`config.mk`:
```
export PLATFORM = sky130hd
export DESIGN_NAME = result_mem_writer
export DESIGN_NICKNAME = d
export VERILOG_FILES = /design/src/rtl/result_mem_writer.sv
export SDC_FILE = /design/constraint.sdc
export NUM_CORES = 1
export LEC_CHECK = 0
export CORE_UTILIZATION = 58
export DETAILED_ROUTE_END_ITERATION = 8
export PLACE_DENSITY = 0.85
export SLEW_MARGIN = 20
export SYNTH_ARGS = -nofsm -noshare
export SYNTH_HDL_FRONTEND = slang
export SYNTH_SLANG_ARGS = --single-unit
```
`constraint.sdc`:
```
create_clock -name clk -period 6.7 [get_ports clk]
set_input_delay 2.01 -clock clk [delete_from_list [all_inputs] [get_ports clk]]
set_output_delay 2.01 -clock clk [all_outputs]
set_load 0.01 [all_outputs]
```
`src/rtl/result_mem_writer.sv`:
```
// result_mem_writer
//   Write side of the result frame buffer. It takes the processed 8-bit
//   grayscale stream from the image-processing core over valid/ready and
//   writes each pixel in raster order into port A of the dual-port result
//   memory. Each row starts STRIDE words after the previous one. When the
//   whole frame has been committed, the done level rises so the VGA reader
//   can start scanning.
//
// Ports
//   clk, rst   system clock, synchronous active-high reset
//   start      one-cycle pulse; arms a new frame from IDLE or DONE
//   in_valid   producer has a beat on in_data / in_eof
//   in_data    8-bit pixel
//   in_eof     producer's last pixel of the frame (qualified by in_valid)
//   in_ready   writer accepts a beat this cycle (only while writing)
//   mem_wren   write strobe, one cycle after the accepted beat
//   mem_addr   write address, BASE + y*STRIDE + x
//   mem_data   write data
//   busy       frame in progress (WRITE or FLUSH)
//   done       level: frame fully committed
//   err        level: in_eof did not line up with the frame size
//
// Parameters
//   WIDTH/HEIGHT  frame size in pixels
//   STRIDE        address distance between row starts (>= WIDTH)
//   BASE          address of pixel (0,0)
//   ADDR_W        address width; the last pixel address must fit
module result_mem_writer #(
  parameter int WIDTH  = 320,
  parameter int HEIGHT = 320,
  parameter int STRIDE = 320,
  parameter int BASE   = 0,
  parameter int ADDR_W = 18
) (
  input  logic              clk,
  input  logic              rst,
  input  logic              start,
  input  logic              in_valid,
  input  logic [7:0]        in_data,
  input  logic              in_eof,
  output logic              in_ready,
  output logic              mem_wren,
  output logic [ADDR_W-1:0] mem_addr,
  output logic [7:0]        mem_data,
  output logic              busy,
  output logic              done,
  output logic              err
);

  localparam int XW = (WIDTH  > 1) ? $clog2(WIDTH)  : 1;
  localparam int YW = (HEIGHT > 1) ? $clog2(HEIGHT) : 1;

  localparam logic [XW-1:0]     X_LAST   = XW'(WIDTH - 1);
  localparam logic [YW-1:0]     Y_LAST   = YW'(HEIGHT - 1);
  localparam logic [ADDR_W-1:0] BASE_A   = ADDR_W'(BASE);
  localparam logic [ADDR_W-1:0] STRIDE_A = ADDR_W'(STRIDE);

  typedef enum logic [1:0] {
    IDLE,
    WRITE,
    FLUSH,
    DONE
  } state_t;

  state_t            state;
  logic [XW-1:0]     x;
  logic [YW-1:0]     y;
  logic [ADDR_W-1:0] row_base;   // address of (0,y), stepped by STRIDE

  logic accept;
  logic x_last;
  logic last_pos;

  assign in_ready = (state == WRITE);
  assign accept   = in_valid && in_ready;
  assign x_last   = (x == X_LAST);
  assign last_pos = x_last && (y == Y_LAST);

  always_ff @(posedge clk) begin
    if (rst) begin
      state    <= IDLE;
      mem_wren <= 1'b0;
      mem_addr <= '0;
      mem_data <= '0;
      x        <= '0;
      y        <= '0;
      row_base <= BASE_A;
      busy     <= 1'b0;
      done     <= 1'b0;
      err      <= 1'b0;
    end else begin
      // One-stage write pipe: the address is formed from the counters as
      // they stood when the beat was taken, so no multiply is ever needed.
      // Address/data hold between writes.
      mem_wren <= accept;
      if (accept) begin
        mem_addr <= row_base + ADDR_W'(x);
        mem_data <= in_data;
        if (x_last) begin
          x        <= '0;
          y        <= y + 1'b1;
          row_base <= row_base + STRIDE_A;
        end else begin
          x <= x + 1'b1;
        end
      end

      case (state)
        IDLE: begin
          if (start) begin
            state    <= WRITE;
            busy     <= 1'b1;
            err      <= 1'b0;
            x        <= '0;
            y        <= '0;
            row_base <= BASE_A;
          end
        end

        WRITE: begin
          // Frame ends on the last raster position or an early eof. The two
          // agreeing is the only clean case; either one alone flags err.
          // Beats offered after a long frame see in_ready low and are lost.
          if (accept && (last_pos || in_eof)) begin
            state <= FLUSH;
            err   <= last_pos ^ in_eof;
          end
        end

        FLUSH: begin
          // The final memory write is on the bus this cycle; done only
          // rises once it has been committed.
          state <= DONE;
          busy  <= 1'b0;
          done  <= 1'b1;
        end

        DONE: begin
          if (start) begin
            state    <= WRITE;
            busy     <= 1'b1;
            done     <= 1'b0;
            err      <= 1'b0;
            x        <= '0;
            y        <= '0;
            row_base <= BASE_A;
          end
        end

        default: state <= IDLE;
      endcase
    end
  end

endmodule

```
==> results.yml, run 1 <==
grt:
  grt_max_degree: 44
  grt_pass1_wl_um: 10140
  grt_pass1_vias: 2354
  antenna_found_initial: 0
  grt_use_total_pct: 24.83
  grt-ovfl-total: 0
power:
  peakVddDrop_mv: 0.1721
  p_leak_nw: 1.161
  power.density_mw_per_mm2: 279.4
layout:
  mostFrequentLayoutCells: "62 x dfxtp_1, 45 x nand2_1, 43 x clkdlybuf4s50_1"
  fillerInstances: 371
  area_growth_pct: 21.97
  final_cell_area_mm2: 0.003515
  ff_latch_area_mm2: 0.001241
  nets: 409
  utilization_pct: 73.92
  final_common_cell: "dfxtp_1"
  multi_input_area_mm2: 0.001523
  drive_above_1_share_pct: 4.910
  antenna_cells: 0
sta:
  relSlewSlack_pct: 45.70
  max_freq_mhz: 241.6
  finalSetupViolCount: 0
  hold_viol: 0
  finalCritPeriodShare_pct: 61.79
  tns_ps: 0
  finClkSkew_ps: 5.814
  drv_slew: 0
  rsz0062_at_grt: "no"
  period_needed_ps: 4140
  worst_pin_slew_ps: 814.4
worst_setup_path:
  reg2reg_slack_ps: 4000
  critPathLaunchType: "primary input"
  path_max_fanout: 22
  r2r_start: "state[0]"
  worst-setup-path-type: "in -> reg"
  endpoint: "row_base[15]"
  crit_required_ps: 6950
  cp-end-kind: "flop"
  crit_start: "in_valid"
  r2r-end: "row_base[15]"
  cp_data_arrival_time_ps: 4390
  worstRegToRegCells: 5
floorplanning:
  start_util_pct: 60.61
  rows: 25
  die_h_um: 72.49
  die_x_um: 72.49
  ios: 44
  core-area_mm2: 0.004755
  die-area_mm2: 0.005254
clock_tree:
  clock_latency_ps: 340
  post_cts_buffers: 0
  numCtsBuffers: 9
  cts.hold.buffers_added: 0
  htree_levels: 3
  cts_repair_resize_count: 0
  cts_tree: "yes"
  clk_path_buf_depth: 2
  cts.sink_count: 62
  cts-root-buf: "clkbuf_8"
  clk_pin_slew_ps: 70
route:
  routedWlPerCell_um: 13.26
  first_pass_iters: 4
  wl_met1_um: 2723
  dr.max_layer_used: "met4"
  route.met3.wl_um: 350
  drc: 0
  wl_met2_um: 2876
  vias: 2565
  drt_iter0_drc: 139
  vias_per_cell: 5.650
  drt_wl_total_um: 6021
  final_antenna_net_count: 0
yosys:
  async_flop_share_pct: 0
  synth_edf_count: 0
  synth_cell_types: 38
  synth_nets: 374
  synth.cell_area_mm2: 0.002882
  synthCells: 348
  syn_area_per_cell_um2: 8.280
  yosysSeqAreaShare_pct: 43.07
  yosysWarningCount: 0
  ys_ff_latch: 62
  synth_ff_type: "dfxtp_1"
place:
  placed_cell_area_mm2: 0.003327
  hpwl_um: 4132
  port_buffers: 43
  gp_congestion: 0.8246
worst_hold_path:
  hp-class: "reg -> reg"
job:
  maxCapViolCount: 0
status:
  status: "complete, no violations"
==> state kept, by name (all words and copies together), names as in the netlist <==
name,count
done,1
mem_wren,1
err,1
x,9
mem_data,8
state,2
mem_addr,18
busy,1
row_base,12
y,9
==> metrics by stage <==
stage	setup slack, ps	hold slack [ps]	instances	total power, W
floorplan	3485	452.1	348	0.0005802
global placement	2326	440.7	439	0.0006708
detailed placement	2233	447.0	439	0.0006771
CTS	2580	456.3	454	0.0009883
global route	2405	481.6	454	0.001033
finish	2560	451.3	454	0.0009819
==> cell usage after synthesis, drive strengths merged, types with 3 or more instances <==
master	count	share of area, %
nor4	5	1.1
o31ai	4	1.0
or4	6	1.6
buf	4	0.69
clkbuf	17	2.2
dfxtp	62	43
o21ai	21	3.6
a21oi	32	5.6
inv	9	1.2
a311oi	8	2.4
xnor2	15	4.6
nand3	9	1.6
nand2	45	5.9
xor2	8	2.4
ha	13	5.6
nor3	3	0.52
nand4	7	1.5
nor2b	3	0.65
a211oi	5	1.3
nor2	37	4.8
nand2b	3	0.65
or3	13	2.8
==> logic make-up after synthesis <==
logic type	after synthesis	synth area share (%)
simple gates	141	23.79
compound gates	78	16.28
flops	62	43.07
buf+inv	30	4.082
xor+xnor	23	6.991
fa+ha+maj	13	5.645
other cells	1	0.1301
==> how the worst min path moves through the flow <==
stage	startpoint	to	slack, ps	cells past startpoint
final	mem_data[7]	mem_data[7]	450	2
after global routing	mem_addr[3]	mem_addr[3]	480	2
after CTS	mem_data[2]	mem_data[2]	460	2
after detailed placement	mem_data[7]	mem_data[7]	450	2
after global placement	mem_data[6]	mem_data[6]	440	2
after floorplan	y[8]	y[8]	450	2
==> per-layer routing <==
layer | up-vias | global-route usage [%]
met5 | - | 0
met4 | 0 | 11.33
met1 | 1197 | 29.93
met2 | 67 | 42.68
met3 | 8 | 4.861
li1 | 1293 | -
==> report_power, final <==
| group | total (W) | internal (W) | switching, W |
|---|---|---|---|
| sequential | 0.000428 | 0.000405 | 0.0000226 |
| clock | 0.000314 | 0.000177 | 0.000137 |
| combinational | 0.000240 | 0.000109 | 0.000131 |
==> layout make-up <==
class	count	share of cell area, %
multi-input combinational	256	43.33
timing repair buffer	45	12.67
clock buffer	10	3.916
inverter	9	0.9612
tap	67	2.385
clock inverter	5	1.424
sequential	62	35.32
==> critical path: stages <==
cell	delay (ps)
clkdlybuf4s50_1	560
nand2_1	470
or4_1	780
or3_1	390
a21oi_1	170
Note: power is estimated with default switching activity, not from simulation.
==> run 2, diff against run 1 <==
- CORE_UTILIZATION: 58 -> 53
- PLACE_DENSITY: 0.85 -> 0.79
- clock period: 6.7 -> 4.15 ns (I/O delays scaled with it)
==> results.yml, run 2 (synthesized netlist as in run 1, its figures left out) <==
status:
  status: "complete, no violations"
layout:
  largest-register: "mem_addr"
  final_common_cell: "dfxtp_1"
  fillerInstances: 414
  largest_register_ffs: 18
  mostFrequentLayoutCells: "62 x dfxtp_1, 45 x nand2_1, 43 x clkdlybuf4s50_1"
  stdcell_count: 461
  reg.largest.list: "mem_addr (18), row_base (12)"
  nets: 412
  area_growth_pct: 23.36
  antenna_cells: 0
  drive_above_1_share_pct: 5.371
sta:
  max_freq_mhz: 331.4
  relSlewSlack_pct: 63.66
  rsz0062_at_grt: "no"
  hold_viol: 0
  tns_ps: 0
  setup_ws_ps: 1133
  finalSetupViolCount: 0
  period_needed_ps: 3017
  drv_slew: 0
  finClkSkew_ps: 6.242
  worst_pin_slew_ps: 540.1
  timing.hold.ws_ps: 453.4
  finalCritPeriodShare_pct: 72.71
clock_tree:
  clk_pin_slew_ps: 70
  cts.hold.buffers_added: 0
  cts-root-buf: "clkbuf_8"
  numCtsBuffers: 9
  post_cts_buffers: 0
  cts_repair_resize_count: 0
  clk_path_buf_depth: 2
  htree_levels: 3
  cts.sink_count: 62
  cts_tree: "yes"
  clock_latency_ps: 340
route:
  drt_wl_total_um: 5944
  vias: 2546
  drt_iter0_drc: 112
  final_antenna_net_count: 0
  routedWlPerCell_um: 12.89
  vias_per_cell: 5.523
  drc: 0
  first_pass_iters: 4
floorplanning:
  die_x_um: 75.74
  ios: 44
  start_util_pct: 55.71
  die_h_um: 75.74
  core-area_mm2: 0.005172
  die-area_mm2: 0.005736
  rows: 26
worst_setup_path:
  cpMaxStageDelayCell: "clkdlybuf4s50_1"
  critPathLaunchType: "flop"
  max_stage_delay_ps: 620
  cp_num_buf_inv: 1
  cp-end-kind: "output port"
  cp_cell_sequence: "ha_1, clkdlybuf4s50_1"
  crit_family: "buffers and inverters"
  cp_data_arrival_time_ps: 1770
  path_max_fanout: 10
  crit_required_ps: 2900
  worst-setup-path-type: "reg -> out"
grt:
  antenna_found_initial: 0
  grt_util_met3_pct: 4.762
  grt_pass1_vias: 2231
  grt_max_degree: 43
  grt_use_total_pct: 22.31
  met1_usage_pct: 27.88
  grt-ovfl-total: 0
  grt_pass1_wl_um: 9591
  grt.busiest_layer: "met2"
  use_met2_pct: 36.31
place:
  hpwl_um: 4140
  placed_cells: 445
  gp_congestion: 0.8593
  pre_cts_slack_ps: 939.4
  port_buffers: 43
worst_hold_path:
  hp-class: "reg -> reg"
power:
  p_leak_nw: 1.172
  power.density_mw_per_mm2: 456.7
  peakVddDrop_mv: 0.3578
  total_power_w: 0.001623
job:
  maxCapViolCount: 0
==> run 2: path summary, 6_finish.rpt <==
| check | start | to | slack, ps | cells past startpoint |
|---|---|---|---|---|
| worst max-delay path | state[0] | in_ready | 1130 | 2 |
| worst min-delay path | mem_data[7] | mem_data[7] | 450 | 2 |
| worst max register to register | x[0] | state[0] | 1570 | 8 |
| worst min register to register | mem_data[7] | mem_data[7] | 450 | 2 |
==> run 2: stage by stage <==
stage / cell area (um2) / util (%)
after detailed placement: 3353 / 64.83
after global placement: 3353 / 64.83
final: 3555 / 68.72
after global routing: 3555 / 68.72
after CTS: 3555 / 68.72
after floorplan: 2882 / -
==> run 2: layout make-up <==
| cell class | instances | area [um2] | area share [%] |
|---|---|---|---|
| flip-flops and latches | 62 | 1241 | 34.92 |
| multi-input cells | 256 | 1523 | 42.84 |
| inverters | 9 | 33.78 | 0.9504 |
| repair buffers | 48 | 467.9 | 13.16 |
| clock buffers | 13 | 158.9 | 4.470 |
| well taps | 70 | 87.58 | 2.464 |
| clock inverters | 3 | 42.54 | 1.197 |
==> run 2: worst register-to-register path, delay by kind of cell, from the launching register on <==
kind / cells / cell delay (ps)
compound gates: 2 / 460
fa+ha+maj: 2 / 450
simple gates: 4 / 1150
flops: 1 / 430
==> run 2: per-layer routing <==
layer  vias up  wire length [um]
met3        10               343
met2        69              2709
li1       1301                 -
met4         0               102
met1      1166              2789
met5         -                 0
==> run 2: power breakdown <==
part | internal [W] | total, W | switching, W
sequential | 0.000654 | 0.000690 | 0.0000355
clock | 0.000309 | 0.000535 | 0.000225
combinational | 0.000182 | 0.000399 | 0.000217
total | 0.00115 | 0.00162 | 0.000477
==> run 3, diff against run 2 <==
- CORE_UTILIZATION: 53 -> 48
- PLACE_DENSITY: 0.79 -> 0.75
- clock period: 4.15 -> 2.5 ns (I/O delays scaled with it)
==> results.yml, run 3 (synthesized netlist as in run 1, its figures left out) <==
status:
  status: "complete, no violations"
layout:
  final_cell_area_mm2: 0.003622
  nets: 423
  area_growth_pct: 25.71
  multi_input_area_mm2: 0.001525
  mostFrequentLayoutCells: "62 x dfxtp_1, 45 x nand2_1, 43 x clkdlybuf4s50_1"
  largest_register_ffs: 18
  reg.largest.list: "mem_addr (18), row_base (12)"
  final_common_cell: "dfxtp_1"
  drive_above_1_share_pct: 8.209
  largest-register: "mem_addr"
  fillerInstances: 488
  ff_latch_area_mm2: 0.001241
  antenna_cells: 0
route:
  drt_wl_total_um: 6220
  first_pass_iters: 4
  vias: 2578
  drc: 0
  final_antenna_net_count: 0
  vias_per_cell: 5.439
  routedWlPerCell_um: 13.12
  drt_iter0_drc: 144
worst_setup_path:
  worst-setup-path-type: "reg -> out"
  cp_data_arrival_time_ps: 1650
  crit_required_ps: 1750
  worstRegToRegCells: 8
  critPathLaunchType: "flop"
  cp-end-kind: "output port"
  path_max_fanout: 10
place:
  port_buffers: 43
  hpwl_um: 4448
  placed_cell_area_mm2: 0.003438
  pre_cts_slack_ps: -64.91
  gp_congestion: 0.7930
grt:
  grt_pass1_vias: 2394
  antenna_found_initial: 0
  grt_max_degree: 43
  grt_use_total_pct: 21.60
  grt_pass1_wl_um: 10580
  grt-ovfl-total: 0
clock_tree:
  post_cts_buffers: 0
  cts_tree: "yes"
  cts-root-buf: "clkbuf_8"
  htree_levels: 3
  cts.hold.buffers_added: 0
  clk_pin_slew_ps: 70
  clock_latency_ps: 340
  cts.sink_count: 62
  clk_path_buf_depth: 2
  numCtsBuffers: 9
worst_hold_path:
  hp-class: "reg -> reg"
  holdPathStages: 2
job:
  maxCapViolCount: 0
sta:
  max_freq_mhz: 417.3
  timing.hold.ws_ps: 452.0
  tns_ps: 0
  finalCritPeriodShare_pct: 95.85
  period_needed_ps: 2396
  rsz0062_at_grt: "no"
  hold_viol: 0
  finalSetupViolCount: 0
  setup_ws_ps: 103.8
  finClkSkew_ps: 8.610
  drv_slew: 0
power:
  p_leak_nw: 1.220
  power.density_mw_per_mm2: 730.6
  peakVddDrop_mv: 0.3909
floorplanning:
  die-area_mm2: 0.006317
  die_h_um: 79.48
  start_util_pct: 51.08
  rows: 27
  core-area_mm2: 0.005642
  ios: 44
  die_x_um: 79.48
[run 3: path summary, 6_finish.rpt]
| kind | endpoint | slack [ps] | from |
|---|---|---|---|
| worst max-delay path | in_ready | 100 | state[0] |
| worst min-delay path | mem_addr[5] | 450 | mem_addr[5] |
| worst max register to register | state[0] | 170 | x[0] |
| worst min register to register | mem_addr[5] | 450 | mem_addr[5] |
[run 3: area by class of cell]
class	count	share of cell area, %
clock buffers	11	3.627
clock inverters	5	1.382
inverters	9	0.9326
multi-input cells	256	42.11
flip-flops and latches	62	34.27
well taps	72	2.487
repair buffers	59	15.20
[run 3: where the power goes]
| part | switching (W) | leakage (nW) | internal, W |
|---|---|---|---|
| registers | 0.0000637 | 0.502 | 0.00109 |
| logic | 0.000356 | 0.621 | 0.000312 |
| clock network | 0.000374 | 0.0968 | 0.000454 |
| total | 0.000794 | 1.22 | 0.00185 |
[run 3: per-layer routing]
layer  GRT usage, %  vias to the layer above  routed length, um
li1               -                     1321                  -
met1          26.29                     1186               2990
met2          35.73                       65               2829
met3          5.829                        6                321
met4          8.909                        0                 79
met5              0                        -                  0
[run 3: critical path, stage by stage (launching register included)]
cell and delay [ps]:
dfxtp_1 420, ha_2 320, clkdlybuf4s50_1 570
[run 3: what timing repair did]
action | CTS | global route
gates resized for setup | 1 | 0
hold endpoints to repair | 0 | 0
endpoints found under the setup margin | 1 | 0
[run 3: per-stage QoR]
stage	utilization, %	std cells	total power (W)
6_report	64.20	474	0.002646
5_1_grt	64.20	474	0.002809
4_1_cts	64.20	474	0.002678
3_5_place_dp	60.94	458	0.001847
3_3_place_gp	60.94	458	0.001828
2_1_floorplan	-	348	0.001555
